[src/rtl/aucohl_pkg.sv]
// Shared constants and helpers for the aucohl FIFO family: DEPTH derivation
// and the level-count width that bus wrappers use to size threshold registers.
package aucohl_pkg;

  localparam int AUCOHL_AW_DEF = 4;
  localparam int AUCOHL_LVL_W  = AUCOHL_AW_DEF + 1;

  function automatic int depth_of(input int aw);
    return 1 << aw;
  endfunction

  function automatic int lvl_w(input int aw);
    return aw + 1;
  endfunction

endpackage

[src/rtl/aucohl_fifo_mem.sv]
// FIFO storage: DW x DEPTH register array, synchronous write, asynchronous read
// so the head entry can fall through to the output without a read cycle.
module aucohl_fifo_mem
  import aucohl_pkg::*;
#(
  parameter int DW = 8,
  parameter int AW = 4
) (
  input  logic          i_clk,
  input  logic          i_we,
  input  logic [AW-1:0] i_waddr,
  input  logic [DW-1:0] i_wdata,
  input  logic [AW-1:0] i_raddr,
  output logic [DW-1:0] o_rdata
);

  localparam int DEPTH = depth_of(AW);

  logic [DW-1:0] r_mem [DEPTH];

  always_ff @(posedge i_clk) begin
    if (i_we) r_mem[i_waddr] <= i_wdata;
  end

  assign o_rdata = r_mem[i_raddr];

endmodule

[src/rtl/aucohl_fifo_th.sv]
// Synchronous FWFT FIFO with 0..DEPTH level count, programmable threshold flag
// and flush. Sticky overflow/underflow flags exist only when AUCOHL_FIFO_ERR_EN is defined.
module aucohl_fifo_th
  import aucohl_pkg::*;
#(
  parameter int DW = 8,
  parameter int AW = 4
) (
  input  logic          clk,
  input  logic          rst,
  input  logic          flush,
  input  logic          wr,
  input  logic [DW-1:0] wdata,
  input  logic          rd,
  output logic [DW-1:0] rdata,
  output logic          empty,
  output logic          full,
  output logic [AW:0]   level,
  input  logic [AW:0]   thr,
  output logic          thr_hit,
  input  logic          err_clr,
  output logic          ovf,
  output logic          udf
);

  localparam int            DEPTH    = depth_of(AW);
  localparam logic [AW:0]   LVL_FULL = (AW+1)'(DEPTH);
  localparam logic [AW:0]   LVL_ONE  = (AW+1)'(1);
  localparam logic [AW-1:0] PTR_ONE  = AW'(1);

  logic [AW-1:0] r_wptr;
  logic [AW-1:0] r_rptr;
  logic [AW:0]   r_level;
  logic          w_full;
  logic          w_empty;
  logic          w_push;
  logic          w_pop;
  logic          w_mem_we;

  assign w_full   = (r_level == LVL_FULL);
  assign w_empty  = (r_level == '0);
  // When full, a simultaneous pop frees the head slot, which the push reuses.
  assign w_push   = wr & (~w_full | rd);
  assign w_pop    = rd & ~w_empty;
  assign w_mem_we = w_push & ~flush;

  always_ff @(posedge clk or posedge rst) begin
    if (rst) begin
      r_wptr  <= '0;
      r_rptr  <= '0;
      r_level <= '0;
    end else if (flush) begin
      r_wptr  <= '0;
      r_rptr  <= '0;
      r_level <= '0;
    end else begin
      if (w_push) r_wptr <= r_wptr + PTR_ONE;
      if (w_pop)  r_rptr <= r_rptr + PTR_ONE;
      if (w_push && !w_pop)      r_level <= r_level + LVL_ONE;
      else if (!w_push && w_pop) r_level <= r_level - LVL_ONE;
    end
  end

  aucohl_fifo_mem #(
    .DW (DW),
    .AW (AW)
  ) u_mem (
    .i_clk   (clk),
    .i_we    (w_mem_we),
    .i_waddr (r_wptr),
    .i_wdata (wdata),
    .i_raddr (r_rptr),
    .o_rdata (rdata)
  );

  assign empty   = w_empty;
  assign full    = w_full;
  assign level   = r_level;
  assign thr_hit = (thr != '0) && (r_level >= thr);

`ifdef AUCOHL_FIFO_ERR_EN
  logic r_ovf;
  logic r_udf;

  // A set event on the same edge as err_clr takes priority.
  always_ff @(posedge clk or posedge rst) begin
    if (rst) begin
      r_ovf <= 1'b0;
      r_udf <= 1'b0;
    end else begin
      if (wr && w_full && !rd && !flush) r_ovf <= 1'b1;
      else if (err_clr)                  r_ovf <= 1'b0;
      if (rd && w_empty && !flush)       r_udf <= 1'b1;
      else if (err_clr)                  r_udf <= 1'b0;
    end
  end

  assign ovf = r_ovf;
  assign udf = r_udf;
`else
  logic w_unused_err_clr;
  assign w_unused_err_clr = err_clr;
  assign ovf = 1'b0;
  assign udf = 1'b0;
`endif

endmodule

[config.mk]
export PLATFORM = sky130hd
export DESIGN_NAME = aucohl_fifo_th
export DESIGN_NICKNAME = d
export VERILOG_FILES = /design/src/rtl/aucohl_pkg.sv /design/src/rtl/aucohl_fifo_mem.sv /design/src/rtl/aucohl_fifo_th.sv
export SDC_FILE = /design/constraint.sdc
export NUM_CORES = 1
export LEC_CHECK = 0
export BUFFER_PORTS_ARGS = -buffer_cell sky130_fd_sc_hd__buf_2
export CORE_ASPECT_RATIO = 0.75
export CORE_MARGIN = 1.5
export CORE_UTILIZATION = 51
export DETAILED_ROUTE_END_ITERATION = 7
export GPL_ROUTABILITY_DRIVEN = 0
export PLACE_DENSITY = 0.69
export RECOVER_POWER = 100
export SETUP_SLACK_MARGIN = 0.2
export SLEW_MARGIN = 20
export SYNTH_ARGS = -nofsm -noshare
export SYNTH_HDL_FRONTEND = slang
export SYNTH_SLANG_ARGS = --single-unit
[constraint.sdc]
create_clock -name clk -period 6.6 [get_ports clk]
set_input_delay 0 -clock clk [delete_from_list [all_inputs] [get_ports clk]]
set_output_delay 0 -clock clk [all_outputs]
set_load 0.1 [all_outputs]
-- Word level (Yosys, flattened, before mapping)
Memories as Yosys holds them, arrays and structs flattened.
Cells that the tools add are included.
- register bits: 13
- RAM bits: 128
- bits of input ports: 19
- output and inout port bits: 18
- memories: 1
- memory list (memory ; depth ; bits a word ; read ports ; clocked after Yosys merged registers in ; write ports ; RTL line ; RTL):
    u_mem.r_mem ; 16 ; 8 ; 1 ; 0 ; 1 ; aucohl_fifo_mem.sv:19 ; logic [DW-1:0] r_mem [DEPTH];
- add/sub/neg operators: 4
- $lt $le $gt $ge: 1
- eq/ne operators: 1
- mux-type cells: 9
- bitwise gates (word level): 7
- reductions and logical operators: 10
- operator list (operator ; count):
    $mux 4 ; 4
    $mux 5 ; 3
    $add 4x1->4 const B ; 2
    $add 5x1->5 const B ; 1
    $eq 5x5->1 const B ; 1
    $ge 5x5->1 ; 1
    $logic_not 5->1 ; 1
    $reduce_bool 5->1 ; 1
    $sub 5x1->5 const B ; 1
    $reduce_bool 2->1 ; 2
    $and 1x1->1 ; 3
    $logic_and 1x1->1 ; 3
    $not 1->1 ; 3
    $reduce_bool 3->1 ; 1
    $logic_not 1->1 ; 2
    $mux 1 ; 2
    $or 1x1->1 ; 1

-- Logic depth before layout (Yosys ltp)
Gate-level depths: netlist of the first run.
- depth in word-level cells: 9
- gate-level depth with buffers: 8

-- Modules after synthesis
From an unflattened synthesis of the first run, not the netlist that was laid out.
- cells, all modules: 330
- area total of the unflattened synthesis: 6015.8 um^2
- modules (own cells, without submodules) (module ; instances ; cells each ; area an instance (um^2) ; sequential area each (um^2)):
    aucohl_fifo_mem ; 1 ; 221 ; 4987.3 ; 3843.7
    aucohl_fifo_th ; 1 ; 109 ; 1028.5 ; 325.3

-- Worst setup path before layout of the first run
OpenSTA, ideal clock, no wires.
- kind: reg2out
- start: reg r_level[0] (netlist: level[0])
- end: out thr_hit
- arrival: 3228 ps
- path slack: 3372 ps
- cell stages (with the launch flop): 7
- path buffers: 0
- cell sequence: dfrtp_1 > inv_1 > ha_1 > nand2b_1 > a211o_1 > o211ai_1 > a21oi_1
- word-level cells in the longest chain between the ends: 2
- ends and longest elaborated chain (what ; RTL line ; RTL):
    from (decl) ; aucohl_fifo_th.sv:33 ; logic [AW:0] r_level;
    from (signal assigned) ; aucohl_fifo_th.sv:59 ; if (w_push && !w_pop) r_level <= r_level + LVL_ONE;
    from (signal assigned) ; aucohl_fifo_th.sv:60 ; else if (!w_push && w_pop) r_level <= r_level - LVL_ONE;
    $ge 5x5->1 ; aucohl_fifo_th.sv:79 ; assign thr_hit = (thr != '0) && (r_level >= thr);
    $logic_and 1x1->1 ; aucohl_fifo_th.sv:79 ;
    to (decl) ; aucohl_fifo_th.sv:20 ; output logic thr_hit,
No other way between the ends.

-- Final worst setup path of the first run
- start: reg r_rptr[0]
- end: out rdata[7]
- word-level cells in the longest chain between the ends: 1
- ends and longest elaborated chain (what ; RTL line ; RTL):
    from (decl) ; aucohl_fifo_th.sv:32 ; logic [AW-1:0] r_rptr;
    from (signal assigned) ; aucohl_fifo_th.sv:58 ; if (w_pop) r_rptr <= r_rptr + PTR_ONE;
    $mem_v2 16x8 ; n/a ;
    to (decl) ; aucohl_fifo_th.sv:15 ; output logic [DW-1:0] rdata,
No other way between the ends.

==> summary.txt, run 1 <==
Clock network
  – CTS Buf Count: 17
  – TritonCTS clock tree: yes
  – Post-CTS Resized: 0
  – Root buf cell: clkbuf_16
  – Clk sink count: 141
  – Post-CTS setup buffer count: 0
  – Clock buffer depth: 2
  – Clk Latency, worst-skew pair: 0.43 ns
  – CTS clk-pin slew, worst paths: 0.06 ns
  – H-tree depth: 4

Min path
  – Tightest Hold Check Type: input port to async pin

Synth
  – Syn Std Cell Area: 0.00595 sq mm
  – Post-synth EDFFs: 128
  – Synthesis Warnings: 0
  – Post-synthesis cell count: 336
  – Async SR Flop Fraction: 9.22%
  – Main combinational cell family by area after synthesis: multiplexers
  – Distinct cell type count after synthesis: 43
  – Sequential area share after synthesis: 70.0%
  – Synthesis-stage register bit count: 141
  – Avg Inst Size Synth: 17.7 sq um
  – Main flop type after synthesis: edfxtp_1
  – Mux contribution to synthesized area: 12.9%
  – Simple-gate share of the synthesized area: 6.16%
  – Post-synthesis adder-cell area fraction: 3.28%
  – Synth Area in XOR/XNOR: 1.03%
  – Compound-Gate Fraction of Synth Area: 4.71%

Die
  – Core Rows: 33
  – Total Die Area: 0.0123 sq mm
  – Starting Density: 53.4%
  – Die height: 96.6 microns
  – Core area: 0.0111 sq mm
  – Die width: 128 microns
  – I/O pins: 37

Layout
  – Layout cells sized above 1: 19.2%
  – Fill cells: 801
  – Number of antenna diodes: 0
  – Fin nets: 422
  – Multi-input logic area: 0.00165 sq mm
  – Sequential cell area: 0.00417 sq mm
  – Area delta synth->final: 16.6%

GRT
  – Largest net degree at the start of global routing: 36
  – Global route total overflow: 0
  – First-pass GRT wire length: 17900 microns
  – GRT Total Usage: 21.0%
  – Vias in the first global route: 3181
  – Initial antenna violation count: 0

Place
  – I/O Buffers: 33
  – Detailed placement HPWL: 7250 microns
  – Pre-CTS setup slack: 3.54 ns

Worst setup path
  – Worst Path Buf+Inv: 2
  – Crit-path leading delay family: buffers and inverters
  – CP Launch Type: register
  – Crit path required time: 6.60 ns
  – CP cell instances: clkbuf_1 -> mux4_2 -> a22oi_1 -> nand2_1 -> clkbuf_1
  – Crit path DAT: 4.55 ns
  – CP Class: register to output port
  – Crit path max fanout: 35
  – Crit path top cell by count: clkbuf_1
  – Worst path slowest cell: clkbuf_1
  – Crit path largest cell delay: 2.01 ns
  – Crit. End Element: output port

Timing
  – Final Max Slew Viols: 36
  – Slew HR: -90.6%
  – Crit share post-route: 69.0%
  – F_max: 220 MHz
  – Skew final: 0.00763 ns
  – Hold Fails Final Rpt: 0
  – Minimum clock period: 4.55 ns
  – Slew @ Worst Pin: 2.86 ns
  – Final Setup Violations: 0
  – Final WS setup: 2.05 ns
  – Fin Setup TNS: 0 ns
  – RSZ-0062 raised after global routing: no

Run
  – Max-cap viol count: 1

Pwr
  – PwrDens: 406 mW/mm^2
  – VDD IR-drop max: 0.000195 V
  – Leak: 2.37 nW
  – Final total power: 2.82 mW

Routing
  – Drc violations: 0
  – DR iter-0 viols: 364
  – Routed vias/inst: 5.78
  – Via count: 3128
  – Routed Antenna Nets: 0
  – DRT Wirelength: 11500 microns
  – Drt wl/cell: 21.3 microns
  – TritonRoute pass-1 iters: 4

Run status
  – Failing checks: capacitance limit, slew limit
  – Outcome: finished, violations left
[cell usage after synthesis, types with 3 or more instances]
library cell / count / share of area [%]
o211ai_1: 4 / 0.50
nor2b_1: 6 / 0.63
edfxtp_1: 128 / 65
buf_2: 6 / 0.50
mux2i_1: 3 / 0.50
mux4_2: 32 / 12
clkbuf_1: 7 / 0.44
nand2_1: 14 / 0.88
ha_1: 14 / 2.9
xor2_1: 5 / 0.74
a21oi_1: 4 / 0.34
a22oi_1: 16 / 2.0
inv_1: 9 / 0.57
and2_1: 3 / 0.32
nor2_1: 33 / 2.1
dfrtp_1: 13 / 5.5
nand3_1: 3 / 0.25
[path summary, 6_finish.rpt]
check,startpoint,to,slack (ns),depth (start not counted)
worst max register to register,level[0],level[4],2.64,8
worst min register to register,r_wptr[3],r_wptr[3],0.63,2
min in group clk,flush,r_wptr[0],0.53,3
max in group asynchronous,rst,r_rptr[0],6.07,3
worst max-delay path,r_rptr[0],rdata[7],2.05,5
worst min-delay path,rst,level[0],0.16,3
[cell usage in the layout (no fill, tap or decap), drive strengths merged, types with 2 or more instances in the layout]
cell type and n:
nor2b 6, dfrtp 13, o21ai 4, bufinv 5, a22oi 16, and2 4, a21o 2, buf 11
clkinv 8, nand4b 2, inv 9, xnor2 2, nand2b 2, or3b 2, nand3 3, edfxtp 128
nor2 33, mux2i 3, dlygate4sd3 14, a21oi 4, o211ai 4, nand2 14, clkbuf 42, mux4 32
ha 14, or4 2, conb 2, a211oi 2, xor2 5
[repair_timing]
item                       in CTS  in global routing
hold endpoints to repair      150                  0
hold buffers                   14                  0
setup endpoints to repair       0                  0
[routing by layer]
layer / up-vias / track usage (%) / part of all wire (%)
li1: 1431 / - / -
met1: 1586 / 29.2 / 46
met2: 95 / 32.6 / 47
met3: 16 / 5.78 / 6.0
met4: 0 / 7.02 / 1.4
met5: - / 0 / 0
[cells by family after synthesis]
logic type / count (synthesis)
other: 1
XOR/XNOR: 7
flip-flops: 141
multiplexers: 36
buffers and inverters: 26
adder cells (fa/ha/maj): 15
AND/OR/NAND/NOR: 73
AO/OA/AOI/OAI: 37
[tightest hold or removal path: cells and delay by family]
family | cells | cell delay, ns
buffers and inverters | 3 | 1.04
[power by group]
part / leakage (nW) / total (mW) / internal [mW] / switching [mW]
combinational: 0.738 / 0.778 / 0.234 / 0.545
sequential: 1.33 / 1.04 / 1.00 / 0.0343
clock: 0.308 / 1.01 / 0.663 / 0.344
total: 2.37 / 2.82 / 1.90 / 0.923
[per-stage QoR]
step                      std cells  instance area [sq um]  hold slack (ns)  utilization [%]
after CTS                       541                   7000            0.154             62.8
after detailed placement        495                   6240           0.0586             55.9
final                           541                   6940            0.162             62.3
after global routing            541                   6940            0.198             62.3
after global placement          495                   6240           0.0507             55.9
after floorplan                 337                   5960           -0.123                -
[state kept, by name, indices dropped and copies added (netlist names)]
register and flops:
r_rptr 4, r_wptr 4, u_mem.r_mem 128, level 5
[cell type report]
class,count,area share (%)
clock inverters,14,2.87
well taps,140,2.52
repair buffers,49,4.14
clock buffers,18,6.18
multi-input cells,170,23.7
inverters,9,0.487
flip-flops and latches,141,60.1
(Power assumes the default switching activity.)
==> run 2, diff against run 1 <==
clock period = 4.38 ns   (was 6.6 ns; I/O delays follow)
==> run 2 against run 1 <==
  * The run still ends with capacitance limit, slew limit left
  * Worst setup slack worse by 1.2 ns
  * Clock-buffer cell count stayed put
  * Die area stayed put
  * Design area down 0.11%
  * Critical endpoint unchanged
==> summary.txt, run 2 (synthesized netlist as in run 1, its figures left out) <==
Pwr
  – VDD IR-drop max: 0.000434 V
  – PwrDens: 609 mW/mm^2
  – Final total power: 4.22 mW
  – Leak: 2.37 nW

Routing
  – Via count: 3145
  – Drc violations: 0
  – Drt wl/cell: 21.3 microns
  – DR iter-0 viols: 291
  – TritonRoute pass-1 iters: 4
  – DRT Wirelength: 11500 microns
  – Routed Antenna Nets: 0
  – Routed vias/inst: 5.82

Timing
  – Skew final: 0.00586 ns
  – Final WS setup: 0.865 ns
  – Slew HR: -5.11%
  – Final Setup Violations: 0
  – Minimum clock period: 3.51 ns
  – Fin Setup TNS: 0 ns
  – RSZ-0062 raised after global routing: no
  – Slew @ Worst Pin: 1.58 ns
  – Hold Fails Final Rpt: 0
  – F_max: 285 MHz
  – Crit share post-route: 80.2%
  – Final Max Slew Viols: 27

GRT
  – Most Crowded Layer GR: met2
  – M2 GR Usage: 30.6%
  – Largest net degree at the start of global routing: 27
  – Global route total overflow: 0
  – Vias in the first global route: 3046
  – Initial antenna violation count: 0
  – GRT Total Usage: 20.3%
  – Grt met1 use: 29.7%
  – First-pass GRT wire length: 17500 microns
  – GR Util met3: 4.79%

Layout
  – Number of antenna diodes: 0
  – Commonest non-fill, non-tap cell in the layout: edfxtp_1
  – Core Util, Final: 62.2%
  – Fill cells: 796
  – Layout cells sized above 1: 21.3%
  – Area delta synth->final: 16.5%
  – Commonest cells after routing, fill and taps aside: 128 x edfxtp_1, 33 x nor2_1, 32 x mux4_2, 18 x clkbuf_1
  – Max reg flops: 128
  – Top reg by flops: u_mem.r_mem
  – Fin nets: 421

Min path
  – Tightest Hold Check Type: input port to async pin

Run status
  – Outcome: finished, violations left
  – Failing checks: capacitance limit, slew limit

Worst setup path
  – Crit path max fanout: 26
  – Crit. End Element: output port
  – CP Class: register to output port
  – Crit path DAT: 3.51 ns
  – CP Launch Type: register
  – Crit path required time: 4.38 ns

Clock network
  – Clk sink count: 141
  – Root buf cell: clkbuf_16
  – Clk Latency, worst-skew pair: 0.42 ns
  – TritonCTS clock tree: yes
  – Post-CTS setup buffer count: 0
  – CTS Buf Count: 17
  – Clock buffer depth: 2
  – CTS clk-pin slew, worst paths: 0.06 ns
  – H-tree depth: 4

Place
  – I/O Buffers: 33
  – Pre-CTS setup slack: 1.40 ns
  – Detailed placement HPWL: 7480 microns

Die
  – Die width: 128 microns
  – Core area: 0.0111 sq mm
  – Total Die Area: 0.0123 sq mm
  – Core Rows: 33
  – Die height: 96.6 microns
  – I/O pins: 37
  – Starting Density: 53.4%

Run
  – Max-cap viol count: 1
[run 2: worst paths after layout]
path	endpoint	startpoint	depth (start not counted)	slack (ns)
setup / recovery	rdata[7]	r_rptr[0]	5	0.87
hold / removal	level[0]	rst	3	0.16
min in group clk	level[4]	wr	4	0.46
hold reg to reg	r_wptr[3]	r_wptr[3]	2	0.62
setup reg to reg	level[4]	level[0]	7	0.97
max in group asynchronous	r_wptr[2]	rst	3	3.88
[run 2: critical path, stage by stage, from the launching register on]
cell	delay (ns)
dfrtp_1	1.39
buf_4	0.43
mux4_2	0.57
a22oi_1	0.22
nand2_1	0.15
buf_2	0.32
[run 2: cell type report]
class	count	area (sq um)	area share, %
Inverter	9	33.8	0.487
Tap cell	140	175	2.53
Timing Repair Buffer	48	287	4.13
Clock buffer	18	429	6.19
Sequential cell	141	4170	60.1
Multi-Input combinational cell	170	1650	23.8
Clock inverter	14	194	2.80
[run 2: power by group]
group | internal [mW] | total [mW] | switching (mW)
Sequential | 1.51 | 1.61 | 0.105
Combinational | 0.351 | 1.12 | 0.769
Clock | 0.952 | 1.49 | 0.539
[run 2: what timing repair did]
item | in CTS | in global routing
hold buffers | 13 | 0
hold endpoints to repair | 150 | 0
resized for setup | 0 | 0
[run 2: through the flow]
stage	std cells	cell area (sq um)	hold slack, ns
after floorplan	337	5960	-0.123
after global placement	495	6240	0.0512
after detailed placement	495	6240	0.0581
after CTS	540	6990	0.164
after global routing	540	6940	0.233
final	540	6940	0.162
[run 2: layer usage]
metal / up-vias / routed length (microns) / share of wire [%]
met1: 1626 / 5510 / 48
li1: 1427 / - / -
met3: 11 / 549 / 4.8
met5: - / 0 / 0
met2: 81 / 5300 / 46
met4: 0 / 112 / 0.98
